[src/rtl/pin_byte_rx.sv]
// rtl/pin_byte_rx.sv - strobe-clocked serial byte receiver with handshake output and match counter
// Bits arrive MSB first on rising strobe edges; a gap longer than TIMEOUT abandons a partial frame.
module pin_byte_rx #(
  parameter logic [7:0] EXPECT  = 8'h50,
  parameter int         TIMEOUT = 255
) (
  input  logic       clk,
  input  logic       rst,
  input  logic       sdata_i,
  input  logic       sstrb_i,
  output logic [7:0] byte_o,
  output logic       valid_o,
  input  logic       ready_i,
  output logic       match_o,
  output logic [7:0] match_cnt_o,
  output logic       overrun_o,
  output logic       timeout_o
);

  localparam logic [7:0] TMO_LIMIT = TIMEOUT[7:0];

  typedef enum logic [1:0] {IDLE, SHIFT, DONE} state_t;

  state_t     state, state_d;
  logic       data_s1, data_s2;
  logic       strb_s1, strb_s2, strb_s3;
  logic [1:0] inh_cnt;
  logic [6:0] sreg;
  logic [3:0] bit_cnt;
  logic [7:0] idle_cnt;
  logic [7:0] new_byte;
  logic       strb_edge;
  logic       shift_first, shift_next, byte_done, tmo_hit;
  logic       idle_inc, idle_clr;
  logic       xfer, load_byte;

  // Edges are masked until the synchronizer has settled after reset, so a
  // strobe held high across reset release does not look like a fresh edge.
  assign strb_edge = strb_s2 & ~strb_s3 & (inh_cnt == 2'd3);
  assign new_byte  = {sreg, data_s2};
  assign xfer      = valid_o & ready_i;
  assign load_byte = byte_done & (~valid_o | ready_i);

  always_ff @(posedge clk) begin
    if (rst) begin
      state <= IDLE;
    end else begin
      state <= state_d;
    end
  end

  always_comb begin
    state_d     = state;
    shift_first = 1'b0;
    shift_next  = 1'b0;
    byte_done   = 1'b0;
    tmo_hit     = 1'b0;
    idle_inc    = 1'b0;
    idle_clr    = 1'b0;
    case (state)
      IDLE: begin
        idle_clr = 1'b1;
        if (strb_edge) begin
          shift_first = 1'b1;
          state_d     = SHIFT;
        end
      end
      SHIFT: begin
        // A strobe edge arriving in the timeout cycle still counts.
        if (strb_edge) begin
          shift_next = 1'b1;
          idle_clr   = 1'b1;
          if (bit_cnt == 4'd7) begin
            byte_done = 1'b1;
            state_d   = DONE;
          end
        end else if (idle_cnt == TMO_LIMIT) begin
          tmo_hit  = 1'b1;
          idle_clr = 1'b1;
          state_d  = IDLE;
        end else begin
          idle_inc = 1'b1;
        end
      end
      DONE: begin
        idle_clr = 1'b1;
        state_d  = IDLE;
      end
      default: begin
        state_d = IDLE;
      end
    endcase
  end

  always_ff @(posedge clk) begin
    if (rst) begin
      data_s1     <= 1'b0;
      data_s2     <= 1'b0;
      strb_s1     <= 1'b0;
      strb_s2     <= 1'b0;
      strb_s3     <= 1'b0;
      inh_cnt     <= 2'd0;
      sreg        <= 7'd0;
      bit_cnt     <= 4'd0;
      idle_cnt    <= 8'd0;
      byte_o      <= 8'h00;
      valid_o     <= 1'b0;
      match_o     <= 1'b0;
      match_cnt_o <= 8'd0;
      overrun_o   <= 1'b0;
      timeout_o   <= 1'b0;
    end else begin
      data_s1 <= sdata_i;
      data_s2 <= data_s1;
      strb_s1 <= sstrb_i;
      strb_s2 <= strb_s1;
      strb_s3 <= strb_s2;
      if (inh_cnt != 2'd3) begin
        inh_cnt <= inh_cnt + 2'd1;
      end

      timeout_o <= tmo_hit;

      if (idle_clr) begin
        idle_cnt <= 8'd0;
      end else if (idle_inc) begin
        idle_cnt <= idle_cnt + 8'd1;
      end

      // Only the low seven bits are kept; the eighth bit goes straight to byte_o.
      if (shift_first) begin
        sreg    <= {6'd0, data_s2};
        bit_cnt <= 4'd1;
      end else if (shift_next) begin
        sreg    <= new_byte[6:0];
        bit_cnt <= bit_cnt + 4'd1;
      end else if (tmo_hit || state == DONE) begin
        bit_cnt <= 4'd0;
      end

      if (xfer && match_o && match_cnt_o != 8'hFF) begin
        match_cnt_o <= match_cnt_o + 8'd1;
      end

      if (load_byte) begin
        byte_o  <= new_byte;
        valid_o <= 1'b1;
        match_o <= (new_byte == EXPECT);
      end else if (xfer) begin
        valid_o <= 1'b0;
        match_o <= 1'b0;
      end

      if (byte_done && valid_o && !ready_i) begin
        overrun_o <= 1'b1;
      end
    end
  end

endmodule

[config.mk]
export PLATFORM = sky130hd
export DESIGN_NAME = pin_byte_rx
export DESIGN_NICKNAME = d
export VERILOG_FILES = /design/src/rtl/pin_byte_rx.sv
export SDC_FILE = /design/constraint.sdc
export NUM_CORES = 1
export LEC_CHECK = 0
export ABC_AREA = 1
export ABC_CLOCK_PERIOD_IN_PS = 1500
export BUFFER_PORTS_ARGS = -buffer_cell sky130_fd_sc_hd__buf_2
export CELL_PAD_IN_SITES_DETAIL_PLACEMENT = 0
export CELL_PAD_IN_SITES_GLOBAL_PLACEMENT = 2
export CORE_MARGIN = 1
export CORE_UTILIZATION = 29
export CTS_BUF_LIST = sky130_fd_sc_hd__clkbuf_16
export DETAILED_ROUTE_END_ITERATION = 7
export PLACE_DENSITY = 0.8
export SKIP_LAST_GASP = 1
export SLEW_MARGIN = 10
export SYNTH_ARGS = -nofsm -noshare
export SYNTH_HDL_FRONTEND = slang
export SYNTH_SLANG_ARGS = --single-unit
[constraint.sdc]
create_clock -name clk -period 1.5 [get_ports clk]
set_clock_uncertainty 0.2 [all_clocks]
set_input_delay 0.3 -clock clk [delete_from_list [all_inputs] [get_ports clk]]
set_output_delay 0.3 -clock clk [all_outputs]
set_load 0.01 [all_outputs]
* Yosys cells after proc, flatten, opt, wreduce, memory -nomap -nowiden
Cells that the tools add are included.
Operators by class: bitwise gates (word level) 7, equality and inequality tests 11, reductions and logical operators 15, multiplexer cells 27, add/subtract/negate cells 4
Operator list (count):
- 1-bit two-way mux | 19
- 8-bit by 1-bit adder with 8-bit output, second input constant | 2
- 8-bit by 7-bit == test with 1-bit output, second input constant | 1
- 8-bit == test, second input constant | 1
- 2-bit two-way mux | 4
- 4-bit two-way mux | 2
- 8-bit != test, second input constant | 1
- 3-bit != test, second input constant | 2
- 2-bit nonzero test | 3
- 2-bit OR reduction | 3
- 4-bit by 1-bit adder with 4-bit output, second input constant | 1
- 1-bit AND | 4
- 2-bit == test, second input constant | 2
- 4-bit by 3-bit == test with 1-bit output, second input constant | 1
- 1-bit logical AND | 4
- 2-bit != test, second input constant | 2
- 2-bit case mux with 2 select lines | 1
- 3-bit AND reduction | 1
- 3-bit nonzero test | 1
- 2-bit by 1-bit adder with 2-bit output, second input constant | 1
- 2-bit by 1-bit == test with 1-bit output, second input constant | 1
- 2-bit logical NOT | 1
- 1-bit inverter | 2
- 1-bit case mux with 2 select lines | 1
- 3 further kinds | 3
Storage, ports and cells: register bits after elaboration 48, logic and storage cells 82, output and inout bits 20, bits of input ports 5

* Longest topological paths before layout
Gate-level depths: netlist (run 1).
word-level depth 9, mapped depth 10

* Worst setup path before layout (run 1)
OpenSTA, ideal clock, no wires.
path type register to register, start register match_cnt_o[1], end register match_cnt_o[4], setup slack -0.074 ns, data arrival time 1.242 ns, required time 1.168 ns, cell stages (with the launch flop) 9, library setup time 0.132 ns, path buffers 0, period minus slack after synthesis 1.574 ns, cell sequence dfxtp_1 > ha_1 > inv_1 > nor2_1 > nand2_1 > nand2_1 > inv_1 > nand2_1 > a21oi_1
On the way: word-level cells in the longest chain between the ends 2, elaborated cells between the ends (all ways) 3, those cells by class add/sub: 1; eq/ne: 1; reduce/logical: 1
Ends and longest elaborated chain:
- start: declaration | line 15 | output logic [7:0] match_cnt_o,
- start signal: assignment | line 142 | match_cnt_o <= match_cnt_o + 8'd1;
- parallel branches: the longest is 2 deep, another holds 8-bit by 1-bit adder with 8-bit output
Parallel ways; which one is timed is not known. A chain may end at the register's enable or synchronous reset.

* Worst setup path in the final report (run 1)
start register inh_cnt[0], end register sreg[0]
On the way: word-level cells in the longest chain between the ends 5, elaborated cells between the ends (all ways) 7, those cells by class eq/ne: 1; mux: 4; bitwise: 1; reduce/logical: 1
Ends and longest elaborated chain:
- start: declaration | line 27 | logic [1:0] inh_cnt;
- start signal: assignment | line 119 | inh_cnt <= inh_cnt + 2'd1;
- 2-bit == test (*) | line 39 | assign strb_edge = strb_s2 & ~strb_s3 & (inh_cnt == 2'd3);
- 1-bit AND (*) | line 39
- 1-bit two-way mux (*) | line 63, 70
- 1-bit two-way mux | line 60 | case (state)
- 1-bit two-way mux / 2-bit nonzero test (equally long branches)
- end signal: assignment | line 132 | sreg <= {6'd0, data_s2};
- end signal: assignment | line 135 | sreg <= new_byte[6:0];
- end: declaration | line 28 | logic [6:0] sreg;
Mark *: on every way between the ends. The rest lies on a longest branch, timed or not.

==> reports/metrics.yaml, run 1 <==
run_status: "complete, but fails checks"
violations: "negative setup slack"
drt-pass1-iter-count: 6
reg2reg_slack_ns: -0.07
cts_tree: "yes"
start_util_pct: 29.72
cp.arrival_ns: 1.60
grt_max_degree: 17
grt_pass1_vias: 2078
fillCellCount: 825
holdWs_ns: 0.004780
htreeDepth: 2
post-route-util_pct: 41.52
p_per_area_nw_per_um2: 852.7
fin_crit_ns: 1.573
cts_buffers: 5
crit_start: "inh_cnt[0]$_SDFFE_PP0P_"
avgSynthCellArea_sq_um: 6.882
maxCapViolCount: 0
insertion_delay_ns: 0.29
cp-end-kind: "flip-flop"
synth-seq-area-share_pct: 42.06
clk_pin_slew_ns: 0.07
die_area_sq_um: 8237
worstHoldStart: "sdata_i"
finalSetupViolations: 20
core_sq_um: 7687
ys_ff_latch: 48
drv_slew: 0
worst_slew_pin_slew_ns: 0.5096
hold_violations: 0
cts-root-to-sink-buffers: 2
row_count: 32
cp-start-kind: "flip-flop"
antenna_left: 0
drive_gt1_share_pct: 32.76
place_ws_ns: -0.1802
regToRegStartpoint: "inh_cnt[0]$_SDFFE_PP0P_"
peakVddDrop_v: 0.0005673
antenna_found_initial: 0
dp_cells: 491
worstPathRequired_ns: 1.53
cts_sinks: 48
cp_max_fo: 3
power.total_mw: 2.722
die-width_um: 90.76
fin_cells: 508
synth_edf_count: 0
die-height_um: 90.76
dpl-instance-area_sq_um: 2789
drc: 0
gr-total-overflow: 0
area_growth_pct: 39.70
antennaDiodeCount: 0
first_iter_violations: 76
fin_nets: 414
io_buffers: 24
place_congestion: 0.7384
vias: 2162
grt_first_pass_wirelength_mm: 9.101
cts_root_buf: "clkbuf_16"
vias_per_cell: 4.256
hold_class: "in -> reg"
ys_types: 26
max_slew_margin_pct: 65.99
synth_warnings: 0
hpwl_mm: 3.708
leakage_nw: 1.481
fmax_mhz: 635.8
setup_tns_ns: -0.8098
ioPinCount: 25
fin_ws_ns: -0.07291
wl_per_cell_um: 10.16
rsz0062_at_grt: "yes"
drt-total-wl_mm: 5.159
synthFlopType: "dfxtp_1"
track_usage_pct: 13.56
synthArstFlopShare_pct: 0
cts_hold_buf: 0
final_cell_area_sq_um: 3192
synthesis.area_sq_um: 2285
post-route-period-util_pct: 104.9
criticalPathCategory: "reg -> reg"
postSynthCellCount: 332
synth_fp_nets: 341
-- synth_stat cells, types with 2 or more instances --
master | instances | area [sq um]
a21oi_1 | 27 | 135.1
buf_2 | 2 | 10.01
buf_6 | 2 | 22.52
dfxtp_1 | 48 | 960.9
ha_1 | 4 | 50.05
inv_1 | 56 | 210.2
nand2_1 | 81 | 304.0
nand2_2 | 7 | 43.79
nand3_1 | 16 | 80.08
nand3_4 | 2 | 35.03
nand3b_1 | 2 | 15.01
nand4_1 | 3 | 18.77
nor2_1 | 51 | 191.4
nor3_1 | 2 | 10.01
o21ai_0 | 14 | 70.07
xnor2_1 | 4 | 35.03
xor2_1 | 2 | 17.52
-- path summary, 6_finish.rpt --
check                              end  depth (start not counted)
setup / recovery  sreg[0]$_SDFFE_PP0P_                          7
hold / removal      data_s1$_SDFF_PP0_                          3
setup reg to reg  sreg[0]$_SDFFE_PP0P_                          7
hold reg to reg     data_s2$_SDFF_PP0_                          2
-- flip-flops by register name, indices dropped and copies added (netlist names), 2 cells and up --
register	count
state	2
byte_o	8
inh_cnt	2
sreg	7
match_cnt_o	8
idle_cnt	8
bit_cnt	4
-- kinds of logic after synthesis --
group,Yosys count,share of synthesized area (%)
flip-flops,48,42.06
AND/OR/NAND/NOR,168,32.48
adder cells (fa/ha/maj),4,2.191
AO/OA/AOI/OAI,43,9.694
XOR/XNOR,6,2.300
buffers and inverters,63,11.28
-- routing by layer --
layer	routed length [um]	track usage (%)
met4	82	5.645
met2	2414	22.92
met1	2518	16.74
met3	144	2.609
met5	0	0
-- repair_timing --
action,in CTS,in global routing
setup endpoints to repair,31,38
pin swaps,6,16
setup buffers,2,7
gates cloned,0,0
gates resized for setup,24,25
-- final cells by class --
class	count	area (sq um)	share of cell area, %
Multi-Input combinational cell	221	1199	37.55
Sequential cell	48	973.4	30.50
Timing Repair Buffer	72	506.7	15.88
Inverter	57	214.0	6.703
Tap cell	102	127.6	3.998
Clock buffer	5	125.1	3.920
Clock inverter	3	46.29	1.450
-- worst max-delay path: stages (launching register included) --
cell,delay (ns)
dfxtp_2,0.36
ha_4,0.16
nand3_4,0.11
buf_4,0.15
buf_4,0.14
nor2_4,0.15
o21ai_0,0.09
a21oi_1,0.15
-- power breakdown --
| part | internal, mW | switching [mW] |
|---|---|---|
| logic | 0.0442 | 0.0558 |
| clock network | 0.793 | 0.520 |
| registers | 1.29 | 0.0150 |
| total | 2.13 | 0.591 |
-- placed cells by master, fill, tap and decap left out, drive strengths merged --
cell and count:
nand2 88, buf 72, inv 58, nor2 54, dfxtp 48, a21oi 27, nand3 18, o21ai 15
clkbuf 5, xnor2 4, ha 4, nand4 3, nand3b 2, nor3 2, xor2 2, or2 1
o21a 1, clkinvlp 1, bufinv 1
Power figures use the tool's default switching activity.
==> run 2: changes to the inputs <==
--- a/config.mk
+++ b/config.mk
@@ -5,15 +5,15 @@
 export SDC_FILE = /design/constraint.sdc
 export NUM_CORES = 1
 export LEC_CHECK = 0
-export ABC_AREA = 1
 export ABC_CLOCK_PERIOD_IN_PS = 1500
 export BUFFER_PORTS_ARGS = -buffer_cell sky130_fd_sc_hd__buf_2
 export CELL_PAD_IN_SITES_DETAIL_PLACEMENT = 0
 export CELL_PAD_IN_SITES_GLOBAL_PLACEMENT = 2
 export CORE_MARGIN = 1
-export CORE_UTILIZATION = 29
+export CORE_UTILIZATION = 32
 export CTS_BUF_LIST = sky130_fd_sc_hd__clkbuf_16
 export DETAILED_ROUTE_END_ITERATION = 7
+export GPL_TIMING_DRIVEN = 1
 export PLACE_DENSITY = 0.8
 export SKIP_LAST_GASP = 1
 export SLEW_MARGIN = 10
==> reports/metrics.yaml, run 2 <==
cp-end-kind: "flip-flop"
insertion_delay_ns: 0.29  # about the same
synth_warnings: 0  # unchanged
fin_ws_ns: -0.1917  # -0.1188 ns
drv_slew: 0  # unchanged
avgSynthCellArea_sq_um: 9.249  # +34%
drt-total-wl_mm: 5.103  # -1.1%
fillCellCount: 648  # -21%
power.total_mw: 2.758  # +1.4%
r2r_end: "bit_cnt[2]$_SDFFE_PP0P_"
cts-root-to-sink-buffers: 2  # unchanged
clk_pin_slew_ns: 0.07  # about the same
yosysMostFrequentCell: "dfxtp_1"
synth-seq-area-share_pct: 44.78  # +2.7 points
cts_sinks: 48  # unchanged
run_status: "complete, but fails checks"
synth_edf_count: 0  # unchanged
reg2regPathDepth: 5  # -2
fmax_mhz: 591.1  # -7.0%
fin_nets: 319  # -23%
cts_buffers: 5  # unchanged
antennaDiodeCount: 0  # unchanged
hpwl_mm: 3.643  # -1.7%
place_congestion: 0.7864  # +6.5%
synthArstFlopShare_pct: 0  # unchanged
regToRegStartpoint: "inh_cnt[0]$_SDFFE_PP0P_"
p_clk_share_pct: 47.1  # -1.1 points
antenna_left: 0  # unchanged
synthFlopType: "dfxtp_1"
die-height_um: 83.89  # -7.6%
setup_tns_ns: -2.965  # -2.155 ns
holdPathEnd: "data_s1$_SDFF_PP0_"
drc: 6  # +6
fin_crit_ns: 1.692  # +0.1188 ns
cp_max_fo: 8  # +5
multi_input_area_sq_um: 1254  # +4.6%
seq_power_share_pct: 47.6  # -0.5 points
ioPinCount: 25  # unchanged
max_slew_margin_pct: 79.92  # +14 points
final_cell_mix: "buf_4, dfxtp_1, buf_2"
worstPathRequired_ns: 1.50  # -0.03 ns
sw_frac_of_total_pct: 21.43  # -0.27 points
cpPeakStageDelay_ns: 0.34  # -0.02 ns
die_area_sq_um: 7038  # -15%
hold_path_depth: 2  # -1
post-route-util_pct: 47.65  # +6.1 points
synthTopCellsByArea: "dfxtp_1, mux2i_1, nor2_1"
core_sq_um: 6422  # -16%
cp-start-kind: "flip-flop"
io_buffers: 24  # unchanged
die-width_um: 83.89  # -7.6%
grt-busiest-layer: "met2"
worst_slew_pin_slew_ns: 0.2980  # -0.2116 ns
combPwrFrac_pct: 5.3  # +1.6 points
track_usage_pct: 15.04  # +1.5 points
ys_top_cells_by_count: "dfxtp_1, nor2_1, nand2_1"
row_count: 29  # -9.4%
grtUsageMet3_pct: 4.253  # +1.6 points
p_switching_mw: 0.5912  # about the same
met2_usage_pct: 24.59  # +1.7 points
area_growth_pct: 42.62
start_util_pct: 33.41  # +3.7 points
peakVddDrop_v: 0.0003895  # -31%
hold_violations: 0  # unchanged
drt-pass1-iter-count: 6  # unchanged
antenna_found_initial: 0  # unchanged
p_int_mw: 2.167  # +1.7%
grt_max_degree: 17  # unchanged
criticalPathCategory: "reg -> reg"
cts_tree: "yes"
cp.arrival_ns: 1.69  # +0.09 ns
place_ws_ns: -0.2448  # -0.06452 ns
holdWs_ns: 0.01692  # +0.01214 ns
rsz0062_at_grt: "yes"
cp_num_buf_inv: 0  # -2
leakage_nw: 1.294  # -13%
vias: 1910  # -12%
synthesis.area_sq_um: 2146  # -6.1%
yosysTopAreaCellShare_pct: 44.78  # +2.7 points
hold_class: "in -> reg"
vias_per_cell: 4.923  # +16%
register_area_sq_um: 972.2  # -0.13%
wl_per_cell_um: 13.15  # +30%
reg_top3: "byte_o: 8 flops, idle_cnt: 8 flops, match_cnt_o: 8 flops"
gr-total-overflow: 0  # unchanged
reg2reg_slack_ns: -0.19  # -0.12 ns
path_delay_family: "simple AND/OR/NAND/NOR gates"
ys_types: 51  # +96%
finalSetupViolations: 32  # +60%
synth_fp_nets: 241  # -29%
first_iter_violations: 64  # -16%
htreeDepth: 2  # unchanged
worstHoldStart: "sdata_i"
ys_ff_latch: 48  # unchanged
synth_top_area_cell: "dfxtp_1"
cts_root_buf: "clkbuf_16"
p_per_area_nw_per_um2: 901.3  # +5.7%
cts_hold_buf: 0  # unchanged
violations: "design-rule violations, negative setup slack"
layout_commonest_cell: "buf_4"
maxCapViolCount: 0  # unchanged
use_met1_pct: 18.63  # +1.9 points
post-route-period-util_pct: 112.8  # +7.9 points
cp_slowest_cell: "or3_1"
grt_pass1_vias: 1780  # -14%
cp_cell_sequence: "ha_4 -> and3b_4 -> a31o_1 -> or3_1 -> o31ai_1"
postSynthCellCount: 232  # -30%
drive_gt1_share_pct: 40.84  # +8.1 points
grt_first_pass_wirelength_mm: 8.362  # -8.1%
run 2: cell count changes after synthesis, moves of 6 or more:
cell     previous run  this run
nand2_2             7         1
o21ai_0            14         7
nand2_1            81        20
nor2b_1             0         6
a21oi_1            27        19
nor2_1             51        27
mux2i_1             0        13
inv_1              56         3
run 2: logic make-up after synthesis:
family	Yosys count	share of synthesized area, %
buffers and inverters	12	3.556
AO/OA/AOI/OAI	42	12.60
flip-flops	48	44.78
AND/OR/NAND/NOR	106	27.70
multiplexers	14	6.589
XOR/XNOR	6	2.449
adder cells (fa/ha/maj)	4	2.332
run 2: final cells by class:
cell class	instances	area share, %
multi-input combinational	172	40.96
sequential	48	31.77
timing repair buffer	79	18.07
clock buffer	5	4.088
tap	77	3.148
clock inverter	3	1.472
inverter	4	0.4906
run 2: power by group through the flow:
stage | registers [mW] | logic, mW | clock network, mW
floorplan | 1.34 | 0.0841 | 0
global placement | 1.34 | 0.126 | 0
detailed placement | 1.34 | 0.129 | 0
CTS | 1.31 | 0.140 | 1.34
global route | 1.32 | 0.165 | 1.39
finish | 1.31 | 0.146 | 1.30
run 2: per-layer routing:
metal | vias up | wire length (um)
met2 | 25 | 2358
met4 | 0 | 76
met1 | 880 | 2508
met3 | 7 | 160
li1 | 998 | -
met5 | - | 0
run 2: timing repair:
item                                    4_1_cts  5_1_grt
gates resized for setup                       9        8
endpoints found under the setup margin       34       36
pin swaps                                    16        9
cloned                                        0        0
setup buffers                                 3        4
run 2: through the flow:
| stage | cells | area, sq um |
|---|---|---|
| after CTS | 384 | 2997 |
| after global routing | 388 | 3060 |
| final | 388 | 3060 |
| after detailed placement | 373 | 2770 |
| after floorplan | 232 | 2246 |
| after global placement | 373 | 2770 |
run 2: worst max path at each step:
stage,slack (ns),from,cells past startpoint,end
4_1_cts,-0.19,inh_cnt[1]$_SDFFE_PP0P_,5,match_o$_SDFFE_PP0P_
6_report,-0.19,inh_cnt[0]$_SDFFE_PP0P_,5,bit_cnt[2]$_SDFFE_PP0P_
2_1_floorplan,-0.26,match_cnt_o[0]$_SDFFE_PP0P_,5,match_cnt_o[6]$_SDFFE_PP0P_
3_3_place_gp,-0.23,match_cnt_o[0]$_SDFFE_PP0P_,5,match_cnt_o[6]$_SDFFE_PP0P_
5_1_grt,-0.26,inh_cnt[0]$_SDFFE_PP0P_,5,bit_cnt[2]$_SDFFE_PP0P_
3_5_place_dp,-0.24,match_cnt_o[0]$_SDFFE_PP0P_,5,match_cnt_o[6]$_SDFFE_PP0P_
==> run 3: changes to the inputs <==
--- a/config.mk
+++ b/config.mk
@@ -15,6 +15,7 @@
 export DETAILED_ROUTE_END_ITERATION = 7
 export GPL_TIMING_DRIVEN = 1
 export PLACE_DENSITY = 0.8
+export RECOVER_POWER = 25
 export SKIP_LAST_GASP = 1
 export SLEW_MARGIN = 10
 export SYNTH_ARGS = -nofsm -noshare
==> constraint.sdc (replaced) <==
create_clock -name clk -period 1.5 [get_ports clk]
set_clock_uncertainty 0.2 [all_clocks]
set_input_delay 0.15 -clock clk [delete_from_list [all_inputs] [get_ports clk]]
set_output_delay 0.15 -clock clk [all_outputs]
set_load 0.01 [all_outputs]
==> reports/metrics.yaml, run 3 (synthesized netlist as in run 2, its figures left out) <==
run_status: "complete, but fails checks"
violations: "design-rule violations, negative setup slack"
fillCellCount: 626  # -3.4%
insertion_delay_ns: 0.29  # about the same
power.total_mw: 2.765  # +0.25%
die-height_um: 83.89  # unchanged
drive_gt1_share_pct: 40.06  # -0.77 points
reg_top3: "byte_o: 8 flops, idle_cnt: 8 flops, match_cnt_o: 8 flops"
dpl-instance-area_sq_um: 2758  # -0.45%
layout_commonest_cell: "buf_4"
regToRegStartpoint: "inh_cnt[0]$_SDFFE_PP0P_"
cts_sinks: 48  # unchanged
final_cell_area_sq_um: 3128  # +2.2%
finalSetupViolations: 31  # -3.1%
fin_nets: 320  # +0.31%
die_area_sq_um: 7038  # unchanged
reg2reg_slack_ns: -0.18  # +0.02 ns
cp_max_fo: 7  # -1
post-route-period-util_pct: 111.7  # -1.1 points
drt-total-wl_mm: 5.202  # +1.9%
die-width_um: 83.89  # unchanged
grt_first_pass_wirelength_mm: 8.763  # +4.8%
p_per_area_nw_per_um2: 884.1  # -1.9%
fin_crit_ns: 1.676  # -0.01582 ns
hpwl_mm: 3.769  # +3.5%
io_buffers: 24  # unchanged
setup_tns_ns: -2.665  # +0.2995 ns
maxCapViolCount: 0  # unchanged
row_count: 29  # unchanged
cp_cell_sequence: "ha_4 -> buf_6 -> nand3b_1 -> buf_6 -> o211ai_4 -> or3_1 -> a21oi_1"
wl_per_cell_um: 13.37  # +1.7%
antenna_left: 0  # unchanged
peakVddDrop_v: 0.0004436  # +14%
fin_ws_ns: -0.1759  # +0.01582 ns
fin_cells: 389  # +0.26%
final_cell_mix: "buf_4, dfxtp_1, nor2_1"
vias: 1959  # +2.6%
cp_num_buf_inv: 2  # +2
vias_per_cell: 5.036  # +2.3%
cts_buffers: 5  # unchanged
max_slew_margin_pct: 65.19  # -15 points
hold_class: "in -> reg"
post-route-util_pct: 48.70  # +1.1 points
ioPinCount: 25  # unchanged
hold_violations: 0  # unchanged
criticalPathCategory: "reg -> reg"
first_iter_violations: 71  # +11%
cp.arrival_ns: 1.70  # about the same
cp-end-kind: "flip-flop"
track_usage_pct: 15.65  # +0.61 points
rsz0062_at_grt: "yes"
cts-root-to-sink-buffers: 2  # unchanged
grt_max_degree: 17  # unchanged
worst_slew_pin_slew_ns: 0.5221  # +0.2241 ns
holdPathEnd: "state[0]$_SDFFE_PP0P_"
worstPathRequired_ns: 1.52  # +0.02 ns
cts_root_buf: "clkbuf_16"
leakage_nw: 1.307  # +1.0%
antennaDiodeCount: 0  # unchanged
r2r_end: "idle_cnt[6]$_SDFFE_PP0P_"
worstHoldStart: "rst"
cpPeakStageDelay_ns: 0.34  # about the same
clk_pin_slew_ns: 0.07  # about the same
cp_slowest_cell: "dfxtp_2"
antenna_found_initial: 0  # unchanged
fmax_mhz: 596.7  # +0.94%
reg2regPathDepth: 7  # +2
area_growth_pct: 45.77
crit_top_cell: "buf_6"
drc: 5  # -1
gr-total-overflow: 0  # unchanged
drt-pass1-iter-count: 6  # unchanged
hold_path_depth: 2  # unchanged
htreeDepth: 2  # unchanged
place_congestion: 0.7634  # -2.9%
start_util_pct: 33.41  # unchanged
grt_pass1_vias: 1856  # +4.3%
drv_slew: 0  # unchanged
dp_cells: 373  # unchanged
path_delay_family: "simple AND/OR/NAND/NOR gates"
cts_tree: "yes"
cp-start-kind: "flip-flop"
core_sq_um: 6422  # unchanged
==> run 3: cell types whose count changed in the layout (fill, tap and decap cells not counted), moves of 2 or more <==
cell,previous run,this run
buf_4,52,43
buf_6,2,9
clkbuf_1,0,4
buf_2,24,21
nor2_2,4,1
nor2_4,0,3
dlygate4sd3_1,0,2
o21ai_0,5,3
==> run 3: report_power, final <==
group	total [mW]	internal, mW	switching (mW)
Clock	1.29	0.794	0.499
Sequential	1.31	1.30	0.0182
Combinational	0.158	0.0851	0.0725
==> run 3: cell type report <==
cell class	count	area, sq um	share of cell area (%)
well taps	77	96.34	3.080
clock inverters	3	45.04	1.440
multi-input cells	173	1310	41.88
repair buffers	79	564.3	18.04
inverters	4	15.01	0.4800
flip-flops and latches	48	972.2	31.08
clock buffers	5	125.1	4.000
==> run 3: how the worst max path moves through the flow <==
| stage | startpoint | end | slack, ns | cells past startpoint |
|---|---|---|---|---|
| after detailed placement | match_cnt_o[0]$_SDFFE_PP0P_ | match_cnt_o[6]$_SDFFE_PP0P_ | -0.26 | 5 |
| after global placement | match_cnt_o[0]$_SDFFE_PP0P_ | match_cnt_o[6]$_SDFFE_PP0P_ | -0.23 | 5 |
| after CTS | idle_cnt[1]$_SDFFE_PP0P_ | idle_cnt[0]$_SDFFE_PP0P_ | -0.19 | 6 |
| after global routing | inh_cnt[1]$_SDFFE_PP0P_ | idle_cnt[3]$_SDFFE_PP0P_ | -0.25 | 7 |
| after floorplan | match_cnt_o[0]$_SDFFE_PP0P_ | match_cnt_o[6]$_SDFFE_PP0P_ | -0.26 | 5 |
| final | inh_cnt[0]$_SDFFE_PP0P_ | idle_cnt[6]$_SDFFE_PP0P_ | -0.18 | 7 |
==> run 3: repair_timing <==
item / 4_1_cts / 5_1_grt
endpoints found under the setup margin: 33 / 38
endpoints found under the hold margin: 2 / 0
gates resized for setup: 16 / 20
gates cloned: 1 / 0
pin swaps: 9 / 9
buffers inserted: 3 / 2
hold buffers: 2 / 0
==> run 3: through the flow <==
stage / hold WS (ns) / setup WS [ns]
floorplan: 0.07818 / -0.2635
global placement: 0.1657 / -0.2346
detailed placement: 0.1716 / -0.2563
CTS: 0.04517 / -0.1857
global route: 0.05373 / -0.2529
finish: 0.04477 / -0.1759
==> run 3: routing by layer <==
layer	global-route usage [%]	wire length, um
met5	0	0
met4	4.232	44
met3	4.055	258
met1	19.90	2385
met2	26.15	2514
==> run 3: worst register-to-register path, delay by kind of cell (launching register included) <==
family | cells | cell delay [ns]
AOI/OAI and AO/OA | 2 | 0.24
adders and majority gates | 1 | 0.17
buffers and inverters | 2 | 0.25
DFF | 1 | 0.34
and+or+nand+nor | 2 | 0.41
